**src/rtl/tl_pkg.sv**
```systemverilog
// Shared phase encoding and light decode for the traffic-light intersection controllers.
package tl_pkg;

  typedef enum logic [2:0] {
    NS_GRN = 3'd0,
    NS_YLW = 3'd1,
    AR_N   = 3'd2,
    WE_GRN = 3'd3,
    WE_YLW = 3'd4,
    AR_W   = 3'd5
  } phase_e;

  localparam int LT_RED = 0;
  localparam int LT_YLW = 1;
  localparam int LT_GRN = 2;

  // One-hot {grn, ylw, red} for the north approach; anything outside its own phases is red.
  function automatic logic [2:0] nrth_lights(input phase_e s);
    logic [2:0] l;
    l = '0;
    case (s)
      NS_GRN:  l[LT_GRN] = 1'b1;
      NS_YLW:  l[LT_YLW] = 1'b1;
      default: l[LT_RED] = 1'b1;
    endcase
    return l;
  endfunction

  function automatic logic [2:0] west_lights(input phase_e s);
    logic [2:0] l;
    l = '0;
    case (s)
      WE_GRN:  l[LT_GRN] = 1'b1;
      WE_YLW:  l[LT_YLW] = 1'b1;
      default: l[LT_RED] = 1'b1;
    endcase
    return l;
  endfunction

endpackage

```
**src/rtl/ped_button_sync.sv**
```systemverilog
// Two-flop synchronizer plus falling-edge detect for an active-low pedestrian button.
module ped_button_sync (
  input  logic clk_50_mhz,
  input  logic reset_n,
  input  logic button_n_i,
  output logic press_o
);

  logic meta_q, sync_q, prev_q;

  // Flops reset to the idle (released) level so leaving reset never looks like a press.
  always_ff @(posedge clk_50_mhz) begin
    if (!reset_n) begin
      meta_q <= 1'b1;
      sync_q <= 1'b1;
      prev_q <= 1'b1;
    end else begin
      meta_q <= button_n_i;
      sync_q <= meta_q;
      prev_q <= sync_q;
    end
  end

  assign press_o = prev_q & ~sync_q;

endmodule

```
**src/rtl/intersection_phase_ctrl.sv**
```systemverilog
// Phase sequencer for one intersection: vehicle lights, pedestrian walk/stop and request queues.
module intersection_phase_ctrl
  import tl_pkg::*;
#(
  parameter int TICK_DIV      = 50000000,
  parameter int GRN_TICKS     = 20,
  parameter int MIN_GRN_TICKS = 10,
  parameter int YLW_TICKS     = 3,
  parameter int ALLRED_TICKS  = 1,
  parameter int WALK_TICKS    = 7,
  parameter int CNT_W         = 8
) (
  input  logic clk_50_mhz,
  input  logic reset_n,
  input  logic nrth_ped_button,
  input  logic west_ped_button,
  output logic red_light_nrth_st,
  output logic ylw_light_nrth_st,
  output logic grn_light_nrth_st,
  output logic red_light_west_st,
  output logic ylw_light_west_st,
  output logic grn_light_west_st,
  output logic walk_light_nrth_st,
  output logic stop_light_nrth_st,
  output logic walk_light_west_st,
  output logic stop_light_west_st,
  output logic nrth_ped_q,
  output logic west_ped_q,
  output logic phase_strobe
);

  localparam int PW = (TICK_DIV > 1) ? $clog2(TICK_DIV) : 1;
  localparam logic [PW-1:0]    PRESC_MAX = PW'(TICK_DIV - 1);
  localparam logic [CNT_W-1:0] MIN_M1    = CNT_W'(MIN_GRN_TICKS - 1);
  localparam logic [CNT_W-1:0] WALK_M1   = CNT_W'(WALK_TICKS - 1);

  logic [PW-1:0]    presc_q;
  logic             tick;
  phase_e           state_q, state_d;
  logic [CNT_W-1:0] timer_q, timer_d;
  logic             nrth_ped_d, west_ped_d;
  logic             walk_n_q, walk_n_d, walk_w_q, walk_w_d;
  logic [2:0]       nrth_lt_q, west_lt_q;
  logic             nrth_press, west_press;
  logic             early, enter_ns, enter_we;

  ped_button_sync u_nrth_sync (
    .clk_50_mhz (clk_50_mhz),
    .reset_n    (reset_n),
    .button_n_i (nrth_ped_button),
    .press_o    (nrth_press)
  );

  ped_button_sync u_west_sync (
    .clk_50_mhz (clk_50_mhz),
    .reset_n    (reset_n),
    .button_n_i (west_ped_button),
    .press_o    (west_press)
  );

  function automatic logic [CNT_W-1:0] last_tick(input phase_e s);
    case (s)
      NS_GRN, WE_GRN: return CNT_W'(GRN_TICKS - 1);
      NS_YLW, WE_YLW: return CNT_W'(YLW_TICKS - 1);
      default:        return CNT_W'(ALLRED_TICKS - 1);
    endcase
  endfunction

  function automatic phase_e next_phase(input phase_e s);
    case (s)
      NS_GRN:  return NS_YLW;
      NS_YLW:  return AR_N;
      AR_N:    return WE_GRN;
      WE_GRN:  return WE_YLW;
      WE_YLW:  return AR_W;
      default: return NS_GRN;
    endcase
  endfunction

  assign tick = (presc_q == PRESC_MAX);

  always_comb begin
    state_d = state_q;
    timer_d = timer_q;
    early   = ((state_q == NS_GRN) && west_ped_q) || ((state_q == WE_GRN) && nrth_ped_q);
    if (tick) begin
      if ((timer_q == last_tick(state_q)) || (early && (timer_q >= MIN_M1))) begin
        state_d = next_phase(state_q);
        timer_d = '0;
      end else begin
        timer_d = timer_q + CNT_W'(1);
      end
    end
  end

  assign enter_ns = (state_d == NS_GRN) && (state_q != NS_GRN);
  assign enter_we = (state_d == WE_GRN) && (state_q != WE_GRN);

  // A pending request is served on green entry; a press landing on that same edge is the
  // pedestrian being served, so the clear takes priority over the new edge.
  always_comb begin
    nrth_ped_d = nrth_ped_q;
    walk_n_d   = walk_n_q;
    if (enter_ns && nrth_ped_q) begin
      nrth_ped_d = 1'b0;
      walk_n_d   = 1'b1;
    end else begin
      if (nrth_press) nrth_ped_d = 1'b1;
      if ((tick && (state_q == NS_GRN) && (timer_q == WALK_M1)) || (state_d != NS_GRN))
        walk_n_d = 1'b0;
    end
  end

  always_comb begin
    west_ped_d = west_ped_q;
    walk_w_d   = walk_w_q;
    if (enter_we && west_ped_q) begin
      west_ped_d = 1'b0;
      walk_w_d   = 1'b1;
    end else begin
      if (west_press) west_ped_d = 1'b1;
      if ((tick && (state_q == WE_GRN) && (timer_q == WALK_M1)) || (state_d != WE_GRN))
        walk_w_d = 1'b0;
    end
  end

  // Lights are decoded from the next state so they update on the same edge as state_q.
  always_ff @(posedge clk_50_mhz) begin
    if (!reset_n) begin
      presc_q      <= '0;
      state_q      <= AR_W;
      timer_q      <= '0;
      nrth_ped_q   <= 1'b0;
      west_ped_q   <= 1'b0;
      walk_n_q     <= 1'b0;
      walk_w_q     <= 1'b0;
      nrth_lt_q    <= nrth_lights(AR_W);
      west_lt_q    <= west_lights(AR_W);
      phase_strobe <= 1'b0;
    end else begin
      presc_q      <= tick ? '0 : presc_q + PW'(1);
      state_q      <= state_d;
      timer_q      <= timer_d;
      nrth_ped_q   <= nrth_ped_d;
      west_ped_q   <= west_ped_d;
      walk_n_q     <= walk_n_d;
      walk_w_q     <= walk_w_d;
      nrth_lt_q    <= nrth_lights(state_d);
      west_lt_q    <= west_lights(state_d);
      phase_strobe <= (state_d != state_q);
    end
  end

  assign red_light_nrth_st  = nrth_lt_q[LT_RED];
  assign ylw_light_nrth_st  = nrth_lt_q[LT_YLW];
  assign grn_light_nrth_st  = nrth_lt_q[LT_GRN];
  assign red_light_west_st  = west_lt_q[LT_RED];
  assign ylw_light_west_st  = west_lt_q[LT_YLW];
  assign grn_light_west_st  = west_lt_q[LT_GRN];
  assign walk_light_nrth_st = walk_n_q;
  assign stop_light_nrth_st = ~walk_n_q;
  assign walk_light_west_st = walk_w_q;
  assign stop_light_west_st = ~walk_w_q;

endmodule

```
**config.mk**
```make
export PLATFORM = sky130hd
export DESIGN_NAME = intersection_phase_ctrl
export DESIGN_NICKNAME = d
export VERILOG_FILES = /design/src/rtl/tl_pkg.sv /design/src/rtl/ped_button_sync.sv /design/src/rtl/intersection_phase_ctrl.sv
export SDC_FILE = /design/constraint.sdc
export NUM_CORES = 1
export LEC_CHECK = 0
export BUFFER_PORTS_ARGS = -buffer_cell sky130_fd_sc_hd__clkbuf_2
export CORE_ASPECT_RATIO = 0.8
export CORE_MARGIN = 2
export CORE_UTILIZATION = 64
export CTS_CLUSTER_SIZE = 16
export DETAILED_ROUTE_END_ITERATION = 10
export PLACE_DENSITY = 0.8
export SETUP_SLACK_MARGIN = 0.4
export SLEW_MARGIN = 10
export SYNTH_ARGS = -nofsm -noshare
export SYNTH_HDL_FRONTEND = slang
export SYNTH_SLANG_ARGS = --single-unit
```
**constraint.sdc**
```tcl
create_clock -name clk_50_mhz -period 6.93 [get_ports clk_50_mhz]
set_clock_uncertainty 0.1 [all_clocks]
set_input_delay 1.0395 -clock clk_50_mhz [delete_from_list [all_inputs] [get_ports clk_50_mhz]]
set_output_delay 1.0395 -clock clk_50_mhz [all_outputs]
set_load 0.02 [all_outputs]
```
==> impl_metrics.tcl <==
set metrics [dict create \
    root_buffer "clkbuf_8" \
    drive_gt1_frac 0.1036 \
    wl_per_cell_um 14.61 \
    hold_viol 0 \
    grt_overflow 0 \
    r2r_slack_ps 4250 \
    cts_buffers 5 \
    cp-start-kind "register" \
    grt_pass1_wl_mm 9.011 \
    vias 2187 \
    hold_depth 1 \
    critPathMaxFanout 14 \
    drtIter0Drc 294 \
    clock_latency_ps 310 \
    dieArea_mm2 0.004658 \
    outcome "finished, final reports clean" \
    numPortBuffers 16 \
    grt_pass1_vias 1925 \
    synth_area_mm2 0.002640 \
    grt_antenna_before_repair 0 \
    finalWeightedCongestion 0.8923 \
    htreeDepth 2 \
    cts-resized-gates 0 \
    max_cap_viol_count 0 \
    syn2layout_area_growth_pct 6.398 \
    regArea_mm2 0.001081 \
    max_slew.worst_pin.slew_ps 957.9 \
    power.density_mw_per_mm2 194.9 \
    cts_setup_buffers 0 \
    yosysTopAreaCell "dfxtp_1" \
    synth_commonest_cells "dfxtp_1, nor2_1, xnor2_1, nand3_1, nand2_1" \
    final_net_count 317 \
    slew_viol_final 0 \
    viasPerCell 6.008 \
    fillers 315 \
    multi_input_comb_area_mm2 0.001420 \
    p_leak_uw 0.0009566 \
    postCtsHoldBufs 0 \
    synth-edff-count 0 \
    cts_tree "done" \
    path_class "register to register" \
    hpwl_mm 3.566 \
    setup_slack_ps 4255 \
    yosysMostFrequentCell "dfxtp_1" \
    avgSynthCellArea_um2 8.771 \
    cts_buffer_depth 2 \
    clkTransAtPathRegs_ps 90 \
    relSlewSlack 0.3614 \
    diodes 0 \
    synth_ff_type "dfxtp_1" \
    arrival_ps 2770 \
    synth_cell_type_count 49 \
    dr.pass1.iters 4 \
    die_width_um 75.81 \
    clock_sinks 54 \
    yosysSeqAreaShare 0.4095 \
    synth_top_cells_by_area "dfxtp_1, xnor2_1, nor2_1" \
    hold_path_startpoint "u_nrth_sync.meta_q$_SDFF_PN1_" \
    rsz0062_at_grt "no" \
    critPathCaptureType "register" \
    die_h_um 61.45 \
    pin_count 17 \
    min_period_over_period 0.3861 \
    drc 0 \
    numPlacedInstances 356 \
    core_mm2 0.003879 \
    r2r_end "walk_light_nrth_st$_SDFFE_PN0P_" \
    syn_inst 301 \
    min_period_ps 2675 \
    finalWirelength_mm 5.318 \
    hold_end "u_nrth_sync.sync_q$_SDFF_PN1_" \
    yosysTopAreaCellShare 0.4095 \
    fmax_mhz 373.8 \
    antenna_left 0 \
    synth.net_count 310 \
    final-setup-viol-count 0 \
    required_ps 7030 \
    whs_ps 314.6 \
    track_usage 0.2561 \
    grt_max_degree 26 \
    ir_worst_vdd_mv 0.1840 \
    async_reset_ff_frac 0 \
    rows 20 \
    r2r_cells 5 \
    post-place-ws_ps 4239 \
    holdCritPathClass "register to register" \
    setup_tns_ps 0 \
    initial_core_util 0.6806 \
    yosysWarnings 0 \
    synth-seq-cells 54 \
    stdcell_count 364 \
    regToRegStartpoint "state_q[2]$_SDFF_PN1_" \
]
worst max-delay path by stage:
stage                          startpoint                         endpoint  slack [ps]  cells after the start
CTS                 state_q[2]$_SDFF_PN1_  walk_light_nrth_st$_SDFFE_PN0P_        4290                      5
floorplan           presc_q[0]$_SDFF_PP0_  walk_light_nrth_st$_SDFFE_PN0P_        4670                      6
detailed placement                reset_n            state_q[1]$_SDFF_PN0_        4240                      5
finish              state_q[2]$_SDFF_PN1_  walk_light_nrth_st$_SDFFE_PN0P_        4250                      5
global placement                  reset_n            state_q[1]$_SDFF_PN0_        4290                      5
global route        presc_q[0]$_SDFF_PP0_           presc_q[17]$_SDFF_PP0_        4110                      6
critical path, cell delays in order, from the launching register on:
cell and delay, ps:
dfxtp_1 560, inv_1 180, a211o_1 310, a2111o_1 640
a21oi_4 450, mux2_4 330
stage by stage:
step | total power (uW) | instance area, um2 | util
final | 547.6 | 2809 | 0.7242
after global routing | 563.9 | 2809 | 0.7242
after CTS | 549.1 | 2809 | 0.7242
after detailed placement | 345.4 | 2699 | 0.6958
after global placement | 344.7 | 2699 | 0.6958
after floorplan | 341.0 | 2640 | -
report_power, final:
group	total (uW)	internal [uW]	switching, uW
sequential	318	314	4.06
clock	209	108	101
combinational	20.2	7.14	13.1
registers in the layout (all words and copies together) (netlist names):
signal / count
u_nrth_sync.meta_q: 1
state_q: 3
west_lt_q: 3
u_west_sync.prev_q: 1
walk_light_west_st: 1
u_nrth_sync.sync_q: 1
nrth_lt_q: 3
west_ped_q: 1
u_nrth_sync.prev_q: 1
u_west_sync.sync_q: 1
nrth_ped_q: 1
u_west_sync.meta_q: 1
walk_light_nrth_st: 1
presc_q: 26
phase_strobe: 1
timer_q: 8
cells by family (layout without fill, tap and decap cells):
logic type / after synthesis / in the layout / synth area share
buffers and inverters: 29 / 37 / 0.05261
flip-flops: 54 / 54 / 0.4095
adder cells (fa/ha/maj): 5 / 5 / 0.02370
AND/OR/NAND/NOR: 142 / 142 / 0.2820
AO/OA/AOI/OAI: 36 / 36 / 0.1090
XOR/XNOR: 28 / 28 / 0.09289
multiplexers: 7 / 7 / 0.03033
area by class of cell:
cell class | count | area share
clock buffer | 6 | 0.02584
timing repair buffer | 16 | 0.02851
tap | 55 | 0.02450
sequential | 54 | 0.3849
multi-input combinational | 218 | 0.5056
clock inverter | 2 | 0.01336
inverter | 13 | 0.01737
metal layers:
layer	track usage	part of all wire	vias to the layer above
met5	0	0	-
met4	0.08772	0.0081	0
met3	0.06383	0.053	5
met2	0.3682	0.42	61
met1	0.3736	0.51	1032
li1	-	-	1089
cells in the final DEF, fill, tap and decap left out, types with 3 or more instances in the layout:
master,synthesis,final
and2_1,3,3
a41oi_1,3,3
nand2_1,17,17
o21ai_0,3,3
clkbuf_2,0,16
and3_1,6,6
mux2i_1,5,5
or4_1,3,3
nor3_1,8,8
nand3_1,21,21
ha_1,5,5
xnor2_1,23,23
nand4_1,14,14
xor2_1,5,5
inv_1,13,13
nor4_1,9,9
nor2b_1,4,4
o211ai_1,4,4
clkbuf_8,0,5
a21oi_1,8,8
dfxtp_1,54,54
nand2b_1,6,6
nor2_1,39,39
Power figures use the tool's default switching activity.
